### config.mk
export PLATFORM = sky130hd
export DESIGN_NAME = ahb_generic_bus_bridge_flat
export DESIGN_NICKNAME = d
export VERILOG_FILES = /design/src/rtl/ahb_bridge_pkg.sv /design/src/rtl/generic_bus_if.sv /design/src/rtl/ahb_byte_en_dec.sv /design/src/rtl/ahb_generic_bus_bridge.sv /design/src/flat_wrapper.sv
export SDC_FILE = /design/constraint.sdc
export NUM_CORES = 1
export LEC_CHECK = 0
export CELL_PAD_IN_SITES_DETAIL_PLACEMENT = 1
export CELL_PAD_IN_SITES_GLOBAL_PLACEMENT = 2
export CORE_MARGIN = 3
export CORE_UTILIZATION = 17
export DETAILED_ROUTE_END_ITERATION = 6
export PLACE_DENSITY = 0.93
export SETUP_SLACK_MARGIN = 0.1
export SKIP_CTS_REPAIR_TIMING = 1
export SYNTH_ARGS = -nofsm -noshare
export SYNTH_HDL_FRONTEND = slang
export SYNTH_SLANG_ARGS = --single-unit
### constraint.sdc
create_clock -name clk -period 2.25 [get_ports clk]
set_input_delay 0.5625 -clock clk [delete_from_list [all_inputs] [get_ports clk]]
set_output_delay 0.5625 -clock clk [all_outputs]
set_load 0.1 [all_outputs]
### src/rtl/ahb_bridge_pkg.sv
// Shared AHB encodings, lane count and FSM state type for the AHB-to-generic-bus bridge.
package ahb_bridge_pkg;

    typedef enum logic [1:0] {
        HTRANS_IDLE   = 2'd0,
        HTRANS_BUSY   = 2'd1,
        HTRANS_NONSEQ = 2'd2,
        HTRANS_SEQ    = 2'd3
    } htrans_t;

    typedef enum logic [2:0] {
        HSIZE_BYTE = 3'd0,
        HSIZE_HALF = 3'd1,
        HSIZE_WORD = 3'd2
    } hsize_t;

    typedef enum logic [1:0] {
        ST_IDLE   = 2'd0,
        ST_ACCESS = 2'd1,
        ST_ERR1   = 2'd2,
        ST_ERR2   = 2'd3
    } bridge_state_t;

    localparam int BYTE_LANES = 4;

endpackage

### src/rtl/generic_bus_if.sv
// Simple synchronous generic bus: one strobe per access, slave stalls with busy.
interface generic_bus_if #(
    parameter int ADDR_WIDTH = 32,
    parameter int DATA_WIDTH = 32
);
    logic [ADDR_WIDTH-1:0]   addr;
    logic                    ren;
    logic                    wen;
    logic [DATA_WIDTH-1:0]   wdata;
    logic [DATA_WIDTH/8-1:0] byte_en;
    logic [DATA_WIDTH-1:0]   rdata;
    logic                    busy;

    modport cpu (output addr, ren, wen, wdata, byte_en, input rdata, busy);
    modport mem (input addr, ren, wen, wdata, byte_en, output rdata, busy);
endinterface

### src/rtl/ahb_byte_en_dec.sv
// Byte-lane decode and size/alignment fault detection for one AHB address phase.
// Faults are reported only when AHB_BRIDGE_ERR_CHECK_EN is defined.
module ahb_byte_en_dec
    import ahb_bridge_pkg::*;
(
    input  logic [2:0]            size_i,
    input  logic [1:0]            addr_i,
    output logic [BYTE_LANES-1:0] byte_en_o,
    output logic                  fault_o
);

`ifdef AHB_BRIDGE_ERR_CHECK_EN
    localparam logic ERR_CHECK_EN = 1'b1;
`else
    localparam logic ERR_CHECK_EN = 1'b0;
`endif

    logic bad_xfer_s;

    // Lane mask from size and low address bits; oversize transfers fall back to a full word.
    always_comb begin
        byte_en_o  = 4'b0000;
        bad_xfer_s = 1'b0;
        case (size_i)
            HSIZE_BYTE: begin
                byte_en_o  = 4'b0001 << addr_i;
                bad_xfer_s = 1'b0;
            end
            HSIZE_HALF: begin
                byte_en_o  = 4'b0011 << addr_i;
                bad_xfer_s = addr_i[0];
            end
            HSIZE_WORD: begin
                byte_en_o  = 4'b1111;
                bad_xfer_s = (addr_i != 2'b00);
            end
            default: begin
                byte_en_o  = 4'b1111;
                bad_xfer_s = 1'b1;
            end
        endcase
    end

    assign fault_o = ERR_CHECK_EN & bad_xfer_s;

endmodule

### src/rtl/ahb_generic_bus_bridge.sv
// AHB-Lite slave that turns each NONSEQ/SEQ transfer into one generic_bus_if access.
// Define AHB_BRIDGE_ERR_CHECK_EN to build the two-cycle ERROR response for bad transfers.
module ahb_generic_bus_bridge
    import ahb_bridge_pkg::*;
#(
    parameter int ADDR_WIDTH = 32,
    parameter int DATA_WIDTH = 32
) (
    input  logic                  clk,
    input  logic                  reset,
    input  logic                  HSEL,
    input  logic [ADDR_WIDTH-1:0] HADDR,
    input  logic [1:0]            HTRANS,
    input  logic                  HWRITE,
    input  logic [2:0]            HSIZE,
    input  logic [DATA_WIDTH-1:0] HWDATA,
    input  logic                  HREADY,
    output logic                  HREADYOUT,
    output logic                  HRESP,
    output logic [DATA_WIDTH-1:0] HRDATA,
    generic_bus_if.cpu            gbif
);

    bridge_state_t         state_q;
    logic [ADDR_WIDTH-1:0] addr_q;
    logic                  write_q;
    logic [BYTE_LANES-1:0] byte_en_q;

    logic [BYTE_LANES-1:0] dec_byte_en_s;
    logic                  dec_fault_s;
    logic                  valid_s;
    logic                  accept_s;
    logic                  capture_s;
    bridge_state_t         launch_state_d;

    ahb_byte_en_dec u_byte_en_dec (
        .size_i    (HSIZE),
        .addr_i    (HADDR[1:0]),
        .byte_en_o (dec_byte_en_s),
        .fault_o   (dec_fault_s)
    );

    // Qualify the address phase and pick the state a captured transfer launches into.
    always_comb begin
        valid_s = HSEL & HREADY & ((HTRANS == HTRANS_NONSEQ) | (HTRANS == HTRANS_SEQ));
        case (state_q)
            ST_IDLE:   accept_s = 1'b1;
            ST_ACCESS: accept_s = ~gbif.busy;
            ST_ERR2:   accept_s = 1'b1;
            default:   accept_s = 1'b0;
        endcase
        capture_s = valid_s & accept_s;
        if (!capture_s) begin
            launch_state_d = ST_IDLE;
        end else if (dec_fault_s) begin
            launch_state_d = ST_ERR1;
        end else begin
            launch_state_d = ST_ACCESS;
        end
    end

    // Bridge FSM plus the captured address phase (address stored word-aligned).
    always_ff @(posedge clk or negedge reset) begin
        if (!reset) begin
            state_q   <= ST_IDLE;
            addr_q    <= {ADDR_WIDTH{1'b0}};
            write_q   <= 1'b0;
            byte_en_q <= {BYTE_LANES{1'b0}};
        end else begin
            if (capture_s) begin
                addr_q    <= {HADDR[ADDR_WIDTH-1:2], 2'b00};
                write_q   <= HWRITE;
                byte_en_q <= dec_byte_en_s;
            end
            case (state_q)
                ST_IDLE: state_q <= launch_state_d;
                ST_ACCESS: begin
                    if (!gbif.busy) begin
                        state_q <= launch_state_d;
                    end else begin
                        state_q <= ST_ACCESS;
                    end
                end
`ifdef AHB_BRIDGE_ERR_CHECK_EN
                ST_ERR1: state_q <= ST_ERR2;
                ST_ERR2: state_q <= launch_state_d;
`endif
                default: state_q <= ST_IDLE;
            endcase
        end
    end

    // Strobes only exist in ACCESS; the slave's busy directly stretches the AHB data phase.
    always_comb begin
        gbif.wdata = HWDATA;
        if (state_q == ST_ACCESS) begin
            gbif.addr    = addr_q;
            gbif.ren     = ~write_q;
            gbif.wen     = write_q;
            gbif.byte_en = byte_en_q;
            HREADYOUT    = ~gbif.busy;
            HRDATA       = gbif.busy ? {DATA_WIDTH{1'b0}} : gbif.rdata;
        end else begin
            gbif.addr    = {ADDR_WIDTH{1'b0}};
            gbif.ren     = 1'b0;
            gbif.wen     = 1'b0;
            gbif.byte_en = {BYTE_LANES{1'b0}};
            HREADYOUT    = (state_q != ST_ERR1);
            HRDATA       = {DATA_WIDTH{1'b0}};
        end
    end

`ifdef AHB_BRIDGE_ERR_CHECK_EN
    assign HRESP = (state_q == ST_ERR1) | (state_q == ST_ERR2);
`else
    assign HRESP = 1'b0;
`endif

endmodule

### src/flat_wrapper.sv
// flat-port wrapper written by rule: the top's interface ports become plain ports
module ahb_generic_bus_bridge_flat import ahb_bridge_pkg::*;
#(
    parameter int ADDR_WIDTH = 32,
    parameter int DATA_WIDTH = 32
)
  (clk, reset, HSEL, HADDR, HTRANS, HWRITE, HSIZE, HWDATA, HREADY, HREADYOUT, HRESP, HRDATA, gbif_addr, gbif_ren, gbif_wen, gbif_wdata, gbif_byte_en, gbif_rdata, gbif_busy);
  generic_bus_if #(.ADDR_WIDTH(ADDR_WIDTH), .DATA_WIDTH(DATA_WIDTH)) gbif_i ();
  input  logic clk;
  input  logic reset;
  input  logic HSEL;
  input  logic [ADDR_WIDTH-1:0] HADDR;
  input  logic [1:0] HTRANS;
  input  logic HWRITE;
  input  logic [2:0] HSIZE;
  input  logic [DATA_WIDTH-1:0] HWDATA;
  input  logic HREADY;
  output logic HREADYOUT;
  output logic HRESP;
  output logic [DATA_WIDTH-1:0] HRDATA;
  output wire logic [$bits(gbif_i.addr)-1:0] gbif_addr;
  output wire logic [$bits(gbif_i.ren)-1:0] gbif_ren;
  output wire logic [$bits(gbif_i.wen)-1:0] gbif_wen;
  output wire logic [$bits(gbif_i.wdata)-1:0] gbif_wdata;
  output wire logic [$bits(gbif_i.byte_en)-1:0] gbif_byte_en;
  input wire logic [$bits(gbif_i.rdata)-1:0] gbif_rdata;
  input wire logic [$bits(gbif_i.busy)-1:0] gbif_busy;
  assign gbif_addr = gbif_i.addr;
  assign gbif_ren = gbif_i.ren;
  assign gbif_wen = gbif_i.wen;
  assign gbif_wdata = gbif_i.wdata;
  assign gbif_byte_en = gbif_i.byte_en;
  assign gbif_i.rdata = gbif_rdata;
  assign gbif_i.busy = gbif_busy;
  ahb_generic_bus_bridge #(.ADDR_WIDTH(ADDR_WIDTH), .DATA_WIDTH(DATA_WIDTH)) u_core (.clk(clk), .reset(reset), .HSEL(HSEL), .HADDR(HADDR), .HTRANS(HTRANS), .HWRITE(HWRITE), .HSIZE(HSIZE), .HWDATA(HWDATA), .HREADY(HREADY), .HREADYOUT(HREADYOUT), .HRESP(HRESP), .HRDATA(HRDATA), .gbif(gbif_i));
endmodule
## Word-level counts from Yosys, hierarchy flattened

Cells that the tools add are included.

| word-level totals | value |
|---|---|
| bits in registers | 37 |
| input port bits | 107 |
| output and inout bits | 104 |
| logic and storage cells | 33 |

| operators by class | value |
|---|---|
| equal/unequal tests | 6 |
| shift operators | 2 |
| multiplexer cells | 12 |
| bitwise gates (word level) | 6 |
| reductions and logical operators | 3 |

Operators by type and width:

| cell | count |
|---|---|
| $mux W32 | 3 |
| $pmux W4 S2 | 1 |
| $eq A2 B2 Y1 const B | 3 |
| $mux W1 | 5 |
| $mux W4 | 1 |
| $pmux W2 S2 | 1 |
| $shl A1 B2 Y4 const A | 1 |
| $shl A2 B2 Y4 const A | 1 |
| $and A1 B1 Y1 | 3 |
| $eq A3 B1 Y1 const B | 1 |
| $logic_not A3 Y1 | 1 |
| $eq A2 B1 Y1 const B | 1 |
| $logic_not A2 Y1 | 1 |
| $ne A2 B2 Y1 const B | 1 |
| $not A1 Y1 | 2 |
| $pmux W1 S2 | 1 |
| $reduce_or A2 Y1 | 1 |
| $or A1 B1 Y1 | 1 |

## Longest topological paths before layout

| depth | value |
|---|---|
| word-level depth | 7 |
| depth in mapped cells | 5 |
| gate-level depth less buffers | 3 |

## By module

A second synthesis with hierarchy kept.

| unflattened totals | value |
|---|---|
| cell total of the unflattened synthesis | 214 |
| area, all modules | 2297.2 µm² |

By module, submodules not included:

| module | times used | cells an instance | area each (µm²) | seq. area each (µm²) |
|---|---|---|---|---|
| ahb_generic_bus_bridge | 1 | 203 | 2234.6 | 925.9 |
| ahb_byte_en_dec | 1 | 11 | 62.6 | 0.0 |

## Worst setup path after synthesis

OpenSTA, ideal clock, no wires.

| timing | value |
|---|---|
| path kind | register to output |
| from | reg u_core.state_q[0] |
| to | out gbif_ren |
| arrival time | 1.853 ns |
| data required time | 1.688 ns |
| slack | -0.166 ns |
| cell stages (with the launch flop) | 3 |
| buffers on the path | 1 |
| cells stage by stage | dfrtp_1 buf_2 nor2b_1 |

| between the ends | value |
|---|---|
| longest elaborated chain between the ends | 2 |

RTL lines:

| element | line | RTL |
|---|---|---|
| start, declared | ahb_generic_bus_bridge.sv:24 | `bridge_state_t state_q;` |
| start signal, assigned | ahb_generic_bus_bridge.sv:76 | `ST_IDLE: state_q <= launch_state_d;` |
| start signal, assigned | ahb_generic_bus_bridge.sv:79 | `state_q <= launch_state_d;` |
| $eq A2 B1 Y1 | ahb_generic_bus_bridge.sv:96 | `if (state_q == ST_ACCESS) begin` |
| $mux W1 | ahb_generic_bus_bridge.sv:96 |  |
| end, declared | flat_wrapper.sv:22 | `output wire logic [$bits(gbif_i.ren)-1:0] gbif_ren;` |

Every way passes these cells.

## Final worst setup path

| timing | value |
|---|---|
| from | in gbif_busy |
| to | out HRDATA[31] |

| between the ends | value |
|---|---|
| longest elaborated chain between the ends | 2 |

RTL lines:

| element | line | RTL |
|---|---|---|
| start, declared | flat_wrapper.sv:27 | `input wire logic [$bits(gbif_i.busy)-1:0] gbif_busy;` |
| $mux W32 | ahb_generic_bus_bridge.sv:102 | `HRDATA = gbif.busy ? {DATA_WIDTH{1'b0}} : gbif.rdata;` |
| $mux W32 | ahb_generic_bus_bridge.sv:96 |  |
| end, declared | flat_wrapper.sv:20 | `output logic [DATA_WIDTH-1:0] HRDATA;` |

Every way passes these cells.

==> metrics.md <==
| Metric | Value |
|---|---|
| Worst Path Required | `1.69 ns` |
| Fin crit share | `around 90%` |
| # Max-Cap Violations | `0` |
| Non-Filler Instances | `slightly below 500` |
| # diodes | `0` |
| CTS buffer count | `5` |
| Initial antenna violation count | `0` |
| Post-Synthesis Cells | `200` |
| Worst clock skew | `0.006845 ns` |
| RSZ-0062 raised after global routing | `false` |
| First-pass GRT wire length | `10.85 mm` |
| Fmax | `between 0.4 and 0.5 GHz` |
| Peak VDD IR | `0.3579 mV` |
| CP bufs+invs | `3` |
| Number of global-route vias before repair | `2001` |
| Status | `complete, no violations` |
| CTS Sinks | `36` |
| Port buffer count | `142` |
| P_sw | `between 1 and 1.5 mW` |
| Switching Share | `36.00%` |
| Slowest cell on crit path | `and2b_1` |
| Internal power | `1.966 mW` |
| Startpoint types | `primary input` |
| Worst hold path class | `in -> async` |
| Adder-Cell Fraction of Synth Area | `0%` |
| Flops & latches, synth | `36` |
| Footprint of the multi-input gates | `1065 sq um` |
| Period minus WS final | `2.033 ns` |
| Largest net degree at the start of global routing | `37` |
| Most frequent CP cell | `buf_12` |
| DP Area | `4377 sq um` |
| Top-Level Pins | `211` |
| DRT antenna net count | `0` |
| Slew Limit Headroom | `42.25%` |
| Largest family of logic cells by synthesized area | `multiplexers` |
| Post-synthesis compound-gate area fraction | `0.9868%` |
| Starting Density | `17.72%` |
| Routed length per instance | `15.56 um` |
| Drt pass-1 iters | `2` |
| Core region area | `12880 sq um` |
| Fillers | `1358` |
| Setup TNS | `0 ns` |
| HPWL after detailed placement | `6.124 mm` |
| Crit-path cells | `dlymetal6s2s_1, and2b_1, buf_12, and2_1, buf_12` |
| CP top delay family | `buffers and inverters` |
| DR vias | `between 1500 and 2000` |
| Final Hold Fails | `0` |
| Mapped Avg Cell Area | `11.41 sq um` |
| Routed vias/inst | `3.728` |
| Total GRT Usage | `around a tenth` |
| Most common cell after layout, fill and taps aside | `buf_12` |
| Largest stage delay on the critical path | `0.23 ns` |
| Post-Synth Simple-Gate Area | `roughly a fifth` |
| Share of layout cells above drive strength 1 | `48.88%` |
| Iter 0 DRT Violations | `32` |
| Post-Synth XOR/XNOR Area | `0%` |
| Clk network pwr share | `27.6%` |
| DRC errors left | `0` |
| Register area | `about 900 sq um` |
| Die Y | `121.9 um` |
| Place WS | `-0.1290 ns` |
| Worst Setup End Kind | `output port` |
| Worst Tran Pin Value | `0.8663 ns` |
| PD cells | `673.1 nW/um^2` |
| Worst-path fanout max | `32` |
| CTS clk-pin slew, worst paths | `~0.060 ns` |
| Commonest non-fill, non-tap cells in the layout | `72 x buf_12, 71 x clkdlybuf4s50_1, 37 x and2_1` |
| TritonCTS clock tree | `yes` |
| Max clock buf depth | `2` |
| GR Overflow Total | `0` |
| Unique masters post-synth | `21` |
| Die W | `about 120 um` |
| Post-synthesis mux area share | `22.20%` |
| R2R setup slack | `0.81 ns` |
| RePlAce Congestion | `0.6695` |
| Overall Power | `3.072 mW` |
| Cell area after layout | `roughly 4600 sq um` |
| Row count | `41` |
| Syn-to-layout area delta | `99.95%` |
| Leakage | `2.002 nW` |
| Combinational share of power | `44.8%` |
| Final Routed Wirelength | `around 7.5 mm` |
| Yosys warnings | `0` |
| Final worst slack | `0.2174 ns` |
| Htree depth | `2` |
| Setup violators final | `0` |
| Placed cells | `477` |
| Max-slew violation count | `0` |
| Nets | `419` |
| Sequential Power Share | `27.6%` |
| Root Driver | `clkbuf_16` |
| Die Area | `~15000 sq um` |
| Clk_lat worst skew | `0.28 ns` |
| Critical Path AT | `roughly 1.5 ns` |
| CP Class | `in -> out` |
| Post-Syn Area | `around 2300 sq um` |
| Seq/Total Area, Yosys | `about two fifths` |
cell usage after synthesis:
| cell | number | area (sq um) |
|---|---|---|
| buf_4 | 35 | 262.8 |
| buf_6 | 1 | 11.26 |
| nand2_1 | 3 | 11.26 |
| and2b_1 | 1 | 7.510 |
| nand2_2 | 1 | 6.260 |
| buf_2 | 1 | 5.000 |
| nand3_1 | 1 | 5.000 |
| dfrtp_1 | 36 | 900.9 |
| mux2_2 | 5 | 56.30 |
| nand2b_1 | 1 | 6.260 |
| o21ai_0 | 3 | 15.01 |
| o211ai_1 | 1 | 7.510 |
| mux2_4 | 30 | 450.4 |
| clkbuf_1 | 3 | 11.26 |
| nor2_1 | 2 | 7.510 |
| nor2b_1 | 1 | 6.260 |
| conb_1 | 1 | 3.750 |
| clkbuf_2 | 3 | 15.01 |
| buf_12 | 3 | 60.06 |
| and2_1 | 67 | 419.2 |
| nand2b_4 | 1 | 13.76 |
kinds of logic (layout without fill, tap and decap cells):
| family | after synthesis | after routing |
|---|---|---|
| other | 1 | 3 |
| AO/OA/AOI/OAI | 4 | 4 |
| buffers and inverters | 46 | 157 |
| multiplexers | 35 | 35 |
| AND/OR/NAND/NOR | 78 | 78 |
| flip-flops | 36 | 36 |
worst paths after layout:
path / start / to / cells after the start
max in group asynchronous: reset / u_core.addr_q[18]$_DFFE_PN0P_ / 1
worst max-delay path: gbif_busy / HRDATA[31] / 5
worst min register to register: u_core.addr_q[11]$_DFFE_PN0P_ / u_core.addr_q[11]$_DFFE_PN0P_ / 1
worst min-delay path: reset / u_core.addr_q[9]$_DFFE_PN0P_ / 1
min in group clk: u_core.addr_q[11]$_DFFE_PN0P_ / u_core.addr_q[11]$_DFFE_PN0P_ / 1
worst max register to register: u_core.state_q[0]$_DFF_PN0_ / u_core.addr_q[12]$_DFFE_PN0P_ / 5
stage by stage:
stage                     utilization (%)  hold slack [ns]
final                               35.44           0.3998
after detailed placement            33.99           0.4863
after floorplan                         -           0.2669
after global placement              33.99           0.4837
after CTS                           35.41           0.4342
after global routing                35.44           0.4780
layer usage:
layer  share of wire (%)  vias to the layer above  wire length [um]  global-route usage, %
met5                   0                        -                 0                      0
met4                0.19                        0                14                  1.541
met3                  14                        2              1086                  4.410
met2                  50                      131              3787                  17.13
met1                  35                      855              2660                  9.788
li1                    -                      820                 -                      -
power groups by stage:
stage	clock network [mW]	registers [mW]	logic, mW
floorplan	0	0.829	1.13
global placement	0	0.847	1.37
detailed placement	0	0.855	1.39
CTS	0.883	0.846	1.39
global route	0.911	0.862	1.43
finish	0.849	0.847	1.38
final cells by class:
class                           instances  share of cell area (%)
Tap cell                              172                   4.716
Multi-Input combinational cell        120                   23.33
Clock buffer                            7                   3.345
Timing Repair Buffer                  149                   48.20
Clock inverter                          1                  0.6581
Sequential cell                        36                   19.74
state kept, by name (all words and copies together), names as in the netlist:
| register | flops |
|---|---|
| u_core.state_q | 1 |
| u_core.byte_en_q | 4 |
| u_core.addr_q | 30 |
| u_core.write_q | 1 |
No activity file was read; power rests on OpenSTA's default activity.
